===== src/rtl/tracker_pkg.sv =====
// Shared tracker types: recorder payload, log entry layout and log arbiter limits.
package tracker_pkg;

  localparam int unsigned TRACKER_STATS_W         = 64;
  localparam int unsigned TRACKER_LOG_ARB_MAX_REQ = 16;
  localparam int unsigned TRACKER_LOG_REQ_ID_W    = $clog2(TRACKER_LOG_ARB_MAX_REQ);

  typedef struct packed {
    logic [TRACKER_STATS_W-1:0] payload;
  } tracker_stats_struct;

  // Widest log entry; narrower arbiters pack the same order with a shorter req_id.
  typedef struct packed {
    logic [TRACKER_LOG_REQ_ID_W-1:0] req_id;
    tracker_stats_struct             stats;
  } tracker_log_entry_struct;

  localparam int unsigned TRACKER_LOG_ENTRY_W = $bits(tracker_log_entry_struct);

endpackage


===== src/rtl/tracker_rr_arb.sv =====
// Combinational round-robin pick: first set request at or above ptr, wrapping.
module tracker_rr_arb
  import tracker_pkg::*;
#(
  parameter  int unsigned NUM_REQ = 4,
  localparam int unsigned PTR_W   = $clog2(NUM_REQ)
) (
  input  logic [NUM_REQ-1:0] req,
  input  logic [PTR_W-1:0]   ptr,
  output logic [NUM_REQ-1:0] grant
);

  logic [PTR_W:0] idx;
  logic           found;

  always_comb begin
    grant = '0;
    found = 1'b0;
    idx   = '0;
    for (int unsigned i = 0; i < NUM_REQ; i++) begin
      idx = {1'b0, ptr} + (PTR_W+1)'(i);
      if (idx >= (PTR_W+1)'(NUM_REQ)) idx = idx - (PTR_W+1)'(NUM_REQ);
      if (!found && req[idx[PTR_W-1:0]]) begin
        grant[idx[PTR_W-1:0]] = 1'b1;
        found                 = 1'b1;
      end
    end
  end

endmodule


===== src/rtl/tracker_log_arb.sv =====
// Funnels NUM_REQ tracker recorders into one simple_log write port via one-entry slots.
// Optional macro TRACKER_LOG_ARB_DROP_CNT_EN builds the per-requester drop counters.
module tracker_log_arb
  import tracker_pkg::*;
#(
  parameter  int unsigned NUM_REQ    = 4,
  parameter  int unsigned DATA_W     = 64,
  parameter  int unsigned DROP_CNT_W = 16,
  localparam int unsigned REQ_ID_W   = $clog2(NUM_REQ)
) (
  input  logic                           clk,
  input  logic                           rst,
  input  logic [NUM_REQ-1:0]             req_val,
  input  logic [NUM_REQ*DATA_W-1:0]      req_data,
  input  logic                           freeze,
  input  logic                           drop_cnt_clr,
  output logic                           log_wr_req_val,
  output logic [REQ_ID_W+DATA_W-1:0]     log_wr_req_data,
  output logic [NUM_REQ-1:0]             slot_pending,
  output logic [NUM_REQ*DROP_CNT_W-1:0]  drop_cnt
);

  logic [NUM_REQ-1:0]  slot_full;
  logic [DATA_W-1:0]   slot_data [NUM_REQ];
  logic [REQ_ID_W-1:0] rr_ptr;
  logic [NUM_REQ-1:0]  eligible;
  logic [NUM_REQ-1:0]  grant;
  logic [NUM_REQ-1:0]  drop;
  logic [REQ_ID_W-1:0] win_idx;
  logic                win_any;

  assign eligible = freeze ? '0 : slot_full;

  tracker_rr_arb #(.NUM_REQ(NUM_REQ)) u_rr_arb (
    .req   (eligible),
    .ptr   (rr_ptr),
    .grant (grant)
  );

  always_comb begin
    win_idx = '0;
    for (int unsigned i = 0; i < NUM_REQ; i++) begin
      if (grant[i]) win_idx = REQ_ID_W'(i);
    end
  end

  assign win_any         = |grant;
  assign log_wr_req_val  = win_any;
  assign log_wr_req_data = win_any ? {win_idx, slot_data[win_idx]} : '0;
  assign slot_pending    = slot_full;
  assign drop            = slot_full & ~grant & req_val;

  // A new pulse always leaves the slot FULL; it only replaces the record if the slot frees this cycle.
  always_ff @(posedge clk or negedge rst) begin
    if (!rst) begin
      slot_full <= '0;
      rr_ptr    <= '0;
      for (int unsigned i = 0; i < NUM_REQ; i++) slot_data[i] <= '0;
    end else begin
      for (int unsigned i = 0; i < NUM_REQ; i++) begin
        if (req_val[i]) begin
          slot_full[i] <= 1'b1;
          if (!slot_full[i] || grant[i]) slot_data[i] <= req_data[i*DATA_W +: DATA_W];
        end else if (grant[i]) begin
          slot_full[i] <= 1'b0;
        end
      end
      if (win_any) rr_ptr <= (win_idx == REQ_ID_W'(NUM_REQ-1)) ? '0 : win_idx + 1'b1;
    end
  end

`ifdef TRACKER_LOG_ARB_DROP_CNT_EN
  logic [DROP_CNT_W-1:0] drop_cnt_q [NUM_REQ];

  always_ff @(posedge clk or negedge rst) begin
    if (!rst) begin
      for (int unsigned i = 0; i < NUM_REQ; i++) drop_cnt_q[i] <= '0;
    end else begin
      for (int unsigned i = 0; i < NUM_REQ; i++) begin
        if (drop_cnt_clr)                       drop_cnt_q[i] <= '0;
        else if (drop[i] && drop_cnt_q[i] != '1) drop_cnt_q[i] <= drop_cnt_q[i] + 1'b1;
      end
    end
  end

  always_comb begin
    drop_cnt = '0;
    for (int unsigned i = 0; i < NUM_REQ; i++) drop_cnt[i*DROP_CNT_W +: DROP_CNT_W] = drop_cnt_q[i];
  end
`else
  logic unused_drop;
  assign unused_drop = ^{drop, drop_cnt_clr};
  assign drop_cnt    = '0;
`endif

endmodule


===== config.mk =====
export PLATFORM = sky130hd
export DESIGN_NAME = tracker_log_arb
export DESIGN_NICKNAME = d
export VERILOG_FILES = /design/src/rtl/tracker_pkg.sv /design/src/rtl/tracker_rr_arb.sv /design/src/rtl/tracker_log_arb.sv
export SDC_FILE = /design/constraint.sdc
export NUM_CORES = 1
export LEC_CHECK = 0
export ABC_AREA = 1
export CORE_ASPECT_RATIO = 2
export CORE_MARGIN = 8
export CORE_UTILIZATION = 33
export CTS_CLUSTER_DIAMETER = 50
export DETAILED_ROUTE_END_ITERATION = 10
export GPL_TIMING_DRIVEN = 0
export SKIP_LAST_GASP = 1
export SLEW_MARGIN = 20
export SYNTH_ARGS = -nofsm -noshare
export SYNTH_HDL_FRONTEND = slang
export SYNTH_SLANG_ARGS = --single-unit

===== constraint.sdc =====
create_clock -name clk -period 4.1 [get_ports clk]
set_input_delay 1.025 -clock clk [delete_from_list [all_inputs] [get_ports clk]]
set_output_delay 1.025 -clock clk [all_outputs]
set_load 0.005 [all_outputs]

==> flow_summary.html, run 1 <==
<table>
<tr><th>Metric</th><th>Value</th></tr>
<tr><th colspan="2">Timing</th></tr>
<tr><td>Final Max Tran Viols</td><td>0</td></tr>
<tr><td>Measured slew at the worst slew-check pin</td><td>about 1100 ps</td></tr>
<tr><td>Post-route fraction of the period consumed by the critical path</td><td>1.01</td></tr>
<tr><td>Achievable Freq</td><td>0.242 GHz</td></tr>
<tr><td>Setup repair after global routing missed its margin</td><td>true</td></tr>
<tr><td>Worst Hold Slack</td><td>approximately 310 ps</td></tr>
<tr><td>Final sum of negative setup slack</td><td>-32.3 ps</td></tr>
<tr><td>Setup clock skew after layout</td><td>roughly 13 ps</td></tr>
<tr><td>Worst setup margin</td><td>-28.3 ps</td></tr>
<tr><td>Slew Limit Headroom</td><td>0.298</td></tr>
<tr><td>Setup Viol. Count Final</td><td>2</td></tr>
<tr><td>Fin crit period</td><td>4130 ps</td></tr>
<tr><td>Hold violation total from the final report</td><td>0</td></tr>
<tr><th colspan="2">Global routing</th></tr>
<tr><td>Initial antenna violation count</td><td>8</td></tr>
<tr><td>Global-route wire length before repair</td><td>83800 µm</td></tr>
<tr><td>GRT Total Usage</td><td>0.218</td></tr>
<tr><td>Maximum number of pins on one net before global-route repair</td><td>95</td></tr>
<tr><td>Grt total ovfl</td><td>0</td></tr>
<tr><td>Via count of the first global-routing pass</td><td>approximately 15000</td></tr>
<tr><th colspan="2">Logic synthesis</th></tr>
<tr><td>Predominant post-synthesis flop cell</td><td>dfrtp_1</td></tr>
<tr><td>Top cell type's share of synthesized area</td><td>0.474</td></tr>
<tr><td>Most frequent cell after synthesis</td><td>nand2_1</td></tr>
<tr><td>Synth warn</td><td>0</td></tr>
<tr><td>Number of flops mapped to enable cells by yosys</td><td>0</td></tr>
<tr><td>Largest area contributor in the netlist</td><td>dfrtp_1</td></tr>
<tr><td>Number of synthesized register bits</td><td>approximately 260</td></tr>
<tr><td>Avg Synthesized Cell Area</td><td>between 7 and 8 µm²</td></tr>
<tr><td>Yosys cell types</td><td>21</td></tr>
<tr><td>Most instantiated cells after synthesis</td><td>nand2_1, nor2_1, dfrtp_1</td></tr>
<tr><td>Synth async-reset ratio</td><td>1.00</td></tr>
<tr><td>Synth Instances</td><td>1900</td></tr>
<tr><td>Biggest area contributors in the synthesized netlist</td><td>dfrtp_1, nand2_1, nor2_1, nand3_1, a21oi_1</td></tr>
<tr><td>Synthesized area</td><td>roughly 0.014 mm²</td></tr>
<tr><td>Seq/Total Area, Yosys</td><td>0.474</td></tr>
<tr><th colspan="2">Layout</th></tr>
<tr><td>Proportion of layout cells with a drive suffix above 1</td><td>0.195</td></tr>
<tr><td>Final Non-Filler Cells</td><td>between 2000 and 3000</td></tr>
<tr><td>Area growth, synth to finish</td><td>46.6%</td></tr>
<tr><td>Utilization of the core after routing</td><td>0.487</td></tr>
<tr><td>Final #Nets</td><td>2640</td></tr>
<tr><td>Number of fillers in the final layout</td><td>about 4100</td></tr>
<tr><th colspan="2">Clock network</th></tr>
<tr><td>Clock tree from TritonCTS</td><td>yes</td></tr>
<tr><td>Clk pin slew, worst setup/hold paths</td><td>roughly 60 ps</td></tr>
<tr><td>Cell at the root of the clock tree</td><td>clkbuf_16</td></tr>
<tr><td>Post-CTS Hold Fix Bufs</td><td>0</td></tr>
<tr><td>Number of clock sinks seen by CTS</td><td>262</td></tr>
<tr><td>Clock buffer depth</td><td>3</td></tr>
<tr><td>Clock latency reported for the late side of the worst-skew pair</td><td>approximately 550 ps</td></tr>
<tr><td>CTS HTree Levels</td><td>1</td></tr>
<tr><td>Clock buffers created by TritonCTS</td><td>28</td></tr>
<tr><th colspan="2">Placed design</th></tr>
<tr><td>Final weighted congestion in routability-driven placement</td><td>0.861</td></tr>
<tr><td>Instance count after placement with tap cells included</td><td>2839</td></tr>
<tr><td>Total of buffers placed on input and output ports</td><td>between 300 and 400</td></tr>
<tr><td>HPWL after detailed placement</td><td>roughly 42000 µm</td></tr>
<tr><th colspan="2">Setup path</th></tr>
<tr><td>Start-to-end type of the worst setup path</td><td>reg -&gt; out</td></tr>
<tr><td>Ordered cell list for the critical path</td><td>inv_4 &gt; buf_8 &gt; nand3_4 &gt; nand3_4 &gt; nand2_4 &gt; buf_6 &gt; nand3_1 &gt; nand2_1 &gt; clkinv_2 &gt; nand2_2 &gt; nor2_4 &gt; buf_12 &gt; nand2_4 &gt; buf_12 &gt; buf_4 &gt; nor2_1 &gt; nand2_1 &gt; a21oi_2 &gt; buf_2</td></tr>
<tr><td>Crit-path slowest cell</td><td>dfrtp_2</td></tr>
<tr><td>Element type at the critical path end</td><td>output port</td></tr>
<tr><td>Worst-path fanout max</td><td>10</td></tr>
<tr><td>Buf+Inv Stages, Crit Path</td><td>8</td></tr>
<tr><td>Endpoint required time on the critical path</td><td>approximately 3100 ps</td></tr>
<tr><td>CP top delay family</td><td>buffers and inverters</td></tr>
<tr><td>Startpoint class of the critical path</td><td>register</td></tr>
<tr><td>Data arrival time at the worst-slack endpoint</td><td>slightly above 3000 ps</td></tr>
<tr><td>Peak per-stage delay on the critical path</td><td>~430 ps</td></tr>
<tr><th colspan="2">Run</th></tr>
<tr><td>Max Cap Viol</td><td>0</td></tr>
<tr><th colspan="2">Routing</th></tr>
<tr><td>Total iterations of the first detailed-routing run</td><td>5</td></tr>
<tr><td>Drc violations</td><td>0</td></tr>
<tr><td>First-iteration detailed-routing DRC count</td><td>708</td></tr>
<tr><td>Per-cell routed wire length</td><td>about 19 µm</td></tr>
<tr><td>Via count</td><td>13900</td></tr>
<tr><td>Average via count per standard cell</td><td>4.72</td></tr>
<tr><td>Post-route ant nets</td><td>0</td></tr>
<tr><td>Total wire length after detailed routing</td><td>approximately 56000 µm</td></tr>
<tr><th colspan="2">Floorplan</th></tr>
<tr><td>Height of the chip</td><td>roughly 310 µm</td></tr>
<tr><td>Total Die Area</td><td>between 0.04 and 0.05 mm²</td></tr>
<tr><td>I/O pin count</td><td>around 400</td></tr>
<tr><td>Number of rows in the core area</td><td>around 110</td></tr>
<tr><td>Core outline area</td><td>between 0.04 and 0.05 mm²</td></tr>
<tr><td>Die Span X</td><td>roughly 160 µm</td></tr>
<tr><td>Initial core utilization</td><td>0.332</td></tr>
<tr><th colspan="2">Min path</th></tr>
<tr><td>Class of the tightest hold or removal check</td><td>in -&gt; async</td></tr>
<tr><th colspan="2">Run status</th></tr>
<tr><td>Outcome</td><td>complete, but fails checks</td></tr>
<tr><td>Failing checks</td><td>setup timing</td></tr>
</table>
worst register-to-register path, delay by kind of cell, from the launching register on:
kind	cells	cell delay, ps
buf+inv	5	780
simple gates	10	1520
flops	1	430
state kept, by name (all words and copies together) (netlist names):
signal / flops
slot_pending: 4
slot_data: 256
rr_ptr: 2
area by class of cell:
| cell class | instances | area, µm² | share of cell area |
|---|---|---|---|
| Inverter | 146 | 569 | 0.0281 |
| Multi-Input combinational cell | 1368 | 6320 | 0.312 |
| Tap cell | 540 | 676 | 0.0333 |
| Buffer | 186 | 1420 | 0.0701 |
| Clock inverter | 16 | 238 | 0.0117 |
| Sequential cell | 262 | 6560 | 0.323 |
| Timing Repair Buffer | 376 | 3700 | 0.182 |
| Clock buffer | 35 | 788 | 0.0388 |
| Antenna cell | 7 | 17.5 | 0.000863 |
layer usage:
metal  share of wire  global-route usage  wire length (µm)
met1            0.37               0.236             20700
met2            0.52               0.398             29100
met3           0.061              0.0433              3390
met4           0.046               0.107              2560
met5         0.00023                   0                13
logic make-up (layout without fill, tap and decap cells):
kind of cell               count (synthesis)  count (layout)  share of synthesized area
AOI/OAI and AO/OA                        194             194                     0.0702
other                                      1              71                   0.000271
buffers and inverters                    333             759                      0.126
DFF                                      262             262                      0.474
and+or+nand+nor                         1102            1102                      0.323
adders and majority gates                  8               8                    0.00723
cells in the final DEF (no fill, tap or decap), drive strengths merged, types with 9 or more instances in the layout:
cell type      instances
nor2                 391
a21oi                193
clkdlybuf4s50        266
buf                  268
nand2                493
nand3                217
dfrtp                262
conb                  64
clkinv                 9
clkbuf                59
inv                  144
what timing repair did:
action,4_1_cts,5_1_grt
gates cloned,4,4
setup endpoints to repair,67,67
buffers inserted,27,5
resized for setup,364,116
pin swaps,45,63
final timing paths:
path	start	end	slack, ps	cells past startpoint
max	rr_ptr[0]	log_wr_req_data[35]	-30	19
min	rst	slot_data[205]	310	1
max reg2reg	rr_ptr[0]	slot_data[255]	1290	15
min reg2reg	slot_data[221]	slot_data[221]	470	2
max in group asynchronous	rst	slot_data[176]	2560	3
min in group clk	slot_data[221]	slot_data[221]	470	2
stage by stage:
step | worst slack [ps] | cell area (µm²)
floorplan | 572 | 14100
global placement | -9820 | 18100
detailed placement | -1040 | 18200
CTS | -65.0 | 19900
global route | -140 | 20300
finish | -28.3 | 20300
Power of run 1 is not shown: default switching activity piles up to over one toggle a cycle in this logic, so the estimate is an artifact.
==> inputs of run 2 (changes only) <==
--- a/config.mk
+++ b/config.mk
@@ -7,7 +7,7 @@
 export LEC_CHECK = 0
 export ABC_AREA = 1
 export CORE_ASPECT_RATIO = 2
-export CORE_MARGIN = 8
+export CORE_MARGIN = 2
 export CORE_UTILIZATION = 33
 export CTS_CLUSTER_DIAMETER = 50
 export DETAILED_ROUTE_END_ITERATION = 10
==> flow_summary.html, run 2 (synthesis results as in run 1) <==
<table>
<tr><th>Metric</th><th>Value</th></tr>
<tr><th colspan="2">Timing</th></tr>
<tr><td>Worst Hold Slack</td><td>472 ps</td></tr>
<tr><td>Final Max Tran Viols</td><td>0</td></tr>
<tr><td>Achievable Freq</td><td>approximately 0.24 GHz</td></tr>
<tr><td>Slew Limit Headroom</td><td>0.302</td></tr>
<tr><td>Setup Viol. Count Final</td><td>0</td></tr>
<tr><td>Fin crit period</td><td>between 4000 and 5000 ps</td></tr>
<tr><td>Post-route fraction of the period consumed by the critical path</td><td>1.00</td></tr>
<tr><td>Setup clock skew after layout</td><td>around 26 ps</td></tr>
<tr><td>Hold violation total from the final report</td><td>0</td></tr>
<tr><td>Measured slew at the worst slew-check pin</td><td>approximately 1000 ps</td></tr>
<tr><td>Setup repair after global routing missed its margin</td><td>true</td></tr>
<tr><th colspan="2">Clock network</th></tr>
<tr><td>Clock tree from TritonCTS</td><td>yes</td></tr>
<tr><td>Cell at the root of the clock tree</td><td>clkbuf_16</td></tr>
<tr><td>Clock latency reported for the late side of the worst-skew pair</td><td>about 560 ps</td></tr>
<tr><td>Clk pin slew, worst setup/hold paths</td><td>60 ps</td></tr>
<tr><td>Post-CTS Hold Fix Bufs</td><td>0</td></tr>
<tr><td>Clock buffers created by TritonCTS</td><td>27</td></tr>
<tr><td>Number of clock sinks seen by CTS</td><td>~260</td></tr>
<tr><td>CTS HTree Levels</td><td>1</td></tr>
<tr><td>Clock buffer depth</td><td>3</td></tr>
<tr><th colspan="2">Floorplan</th></tr>
<tr><td>Initial core utilization</td><td>0.332</td></tr>
<tr><td>Total Die Area</td><td>about 0.044 mm²</td></tr>
<tr><td>Height of the chip</td><td>~290 µm</td></tr>
<tr><td>Number of rows in the core area</td><td>approximately 110</td></tr>
<tr><td>Core outline area</td><td>0.0416 mm²</td></tr>
<tr><td>Die Span X</td><td>between 100 and 150 µm</td></tr>
<tr><td>I/O pin count</td><td>approximately 400</td></tr>
<tr><th colspan="2">Placed design</th></tr>
<tr><td>Instance count after placement with tap cells included</td><td>2838</td></tr>
<tr><td>Total of buffers placed on input and output ports</td><td>around 330</td></tr>
<tr><td>HPWL after detailed placement</td><td>a little under 40000 µm</td></tr>
<tr><td>Final weighted congestion in routability-driven placement</td><td>between 0.8 and 0.9</td></tr>
<tr><th colspan="2">Setup path</th></tr>
<tr><td>Startpoint class of the critical path</td><td>primary input</td></tr>
<tr><td>Reg2Reg Launch Point</td><td>rr_ptr[0]</td></tr>
<tr><td>Crit-path slowest cell</td><td>a21oi_2</td></tr>
<tr><td>Start-to-end type of the worst setup path</td><td>in -&gt; out</td></tr>
<tr><td>Crit path from</td><td>freeze</td></tr>
<tr><td>Slack of the worst reg-to-reg path</td><td>around 1300 ps</td></tr>
<tr><td>Crit path top cell by count</td><td>nand2_1</td></tr>
<tr><td>Ordered cell list for the critical path</td><td>buf_8 &gt; clkinv_8 &gt; nand3_4 &gt; nand3_4 &gt; nand2_8 &gt; inv_6 &gt; nand2_1 &gt; nand2_1 &gt; inv_2 &gt; nand2_2 &gt; nor2_4 &gt; buf_12 &gt; buf_12 &gt; nand2_8 &gt; buf_16 &gt; buf_12 &gt; buf_16 &gt; nand2_1 &gt; nand2_1 &gt; a21oi_2 &gt; buf_2</td></tr>
<tr><td>Endpoint required time on the critical path</td><td>3070 ps</td></tr>
<tr><td>Peak per-stage delay on the critical path</td><td>roughly 190 ps</td></tr>
<tr><td>Data arrival time at the worst-slack endpoint</td><td>slightly above 3000 ps</td></tr>
<tr><td>Element type at the critical path end</td><td>output port</td></tr>
<tr><td>Worst-path fanout max</td><td>8</td></tr>
<tr><th colspan="2">Routing</th></tr>
<tr><td>Per-cell routed wire length</td><td>18.5 µm</td></tr>
<tr><td>Via count</td><td>14000</td></tr>
<tr><td>Average via count per standard cell</td><td>approximately 4.7</td></tr>
<tr><td>First-iteration detailed-routing DRC count</td><td>approximately 610</td></tr>
<tr><td>Drc violations</td><td>0</td></tr>
<tr><td>Total wire length after detailed routing</td><td>54400 µm</td></tr>
<tr><td>Post-route ant nets</td><td>0</td></tr>
<tr><td>Total iterations of the first detailed-routing run</td><td>5</td></tr>
<tr><th colspan="2">Layout</th></tr>
<tr><td>Flip-flop count of the largest register, all copies and words added</td><td>roughly 260</td></tr>
<tr><td>Final Non-Filler Cells</td><td>about 2900</td></tr>
<tr><td>Commonest non-fill, non-tap cells in the layout</td><td>nand2_1, nor2_1, clkdlybuf4s50_1, dfrtp_1, nand3_1</td></tr>
<tr><td>Most common library cell in the layout ignoring fill and taps</td><td>nand2_1</td></tr>
<tr><td>Utilization of the core after routing</td><td>0.494</td></tr>
<tr><td>Proportion of layout cells with a drive suffix above 1</td><td>0.213</td></tr>
<tr><td>Largest register by flop count</td><td>slot_data</td></tr>
<tr><td>Area growth, synth to finish</td><td>48.6%</td></tr>
<tr><td>Final #Nets</td><td>approximately 2600</td></tr>
<tr><th colspan="2">Run status</th></tr>
<tr><td>Outcome</td><td>finished clean</td></tr>
<tr><th colspan="2">Global routing</th></tr>
<tr><td>Initial antenna violation count</td><td>14</td></tr>
<tr><td>Via count of the first global-routing pass</td><td>about 14000</td></tr>
<tr><td>Grt total ovfl</td><td>0</td></tr>
<tr><td>Global-route wire length before repair</td><td>between 70000 and 80000 µm</td></tr>
<tr><td>Maximum number of pins on one net before global-route repair</td><td>95</td></tr>
<tr><td>GRT Total Usage</td><td>0.239</td></tr>
<tr><th colspan="2">Min path</th></tr>
<tr><td>Hold path startpoint</td><td>slot_data[19]</td></tr>
<tr><td>Class of the tightest hold or removal check</td><td>reg -&gt; reg</td></tr>
<tr><th colspan="2">Run</th></tr>
<tr><td>Max Cap Viol</td><td>0</td></tr>
</table>
[run 2: cell types whose count changed in the layout (fill, tap and decap cells not counted), moves of 5 or more]
| cell | delta |
|---|---|
| nand2_2 | +25 |
| nand2_1 | -23 |
| buf_4 | -9 |
| buf_2 | -7 |
| nand3_1 | -7 |
| nand3_2 | +7 |
| buf_8 | +6 |
| buf_12 | +5 |
| clkbuf_2 | +5 |
| inv_6 | +5 |
| nor2_1 | -5 |
[run 2: path summary, 6_finish.rpt]
kind,endpoint,cells past startpoint
setup / recovery,log_wr_req_data[36],21
hold / removal,slot_data[19],2
setup reg to reg,slot_data[216],14
hold reg to reg,slot_data[19],2
max in group asynchronous,slot_data[111],2
min in group asynchronous,slot_data[205],1
[run 2: repair_timing]
action | CTS | global route
gates resized for setup | 388 | 162
gates cloned | 6 | 8
hold endpoints to repair | 0 | 0
endpoints found under the setup margin | 67 | 67
pin swaps | 70 | 72
setup buffers | 28 | 8
[run 2: final cells by class]
class	instances	area (µm²)
multi-input cells	1368	6460
well taps	540	676
fillers	4131	21100
inverters	146	579
flip-flops and latches	262	6560
clock buffers	38	787
plain buffers	183	1490
clock inverters	11	121
repair buffers	385	3870
diodes	9	22.5
[run 2: critical path: cells and delay by family]
kind	cells	cell delay, ps
compound gates	1	190
buf+inv	10	1070
simple gates	10	770
[run 2: per-stage QoR]
stage                     area (µm²)  setup TNS, ps  worst slack [ps]
after global routing           20600          -2200              -106
after CTS                      20000              0              7.20
after global placement         18100       -2604820             -9730
final                          20600              0             0.584
after floorplan                14100              0               572
after detailed placement       18100         -68170             -1110
[run 2: per-layer routing]
layer,vias up,share of wire,GRT usage
met2,479,0.54,0.451
met1,6612,0.36,0.257
met5,-,0.0011,0
met3,131,0.053,0.0341
li1,6731,-,-
met4,10,0.051,0.117
Power of run 2 is left out for the same reason.
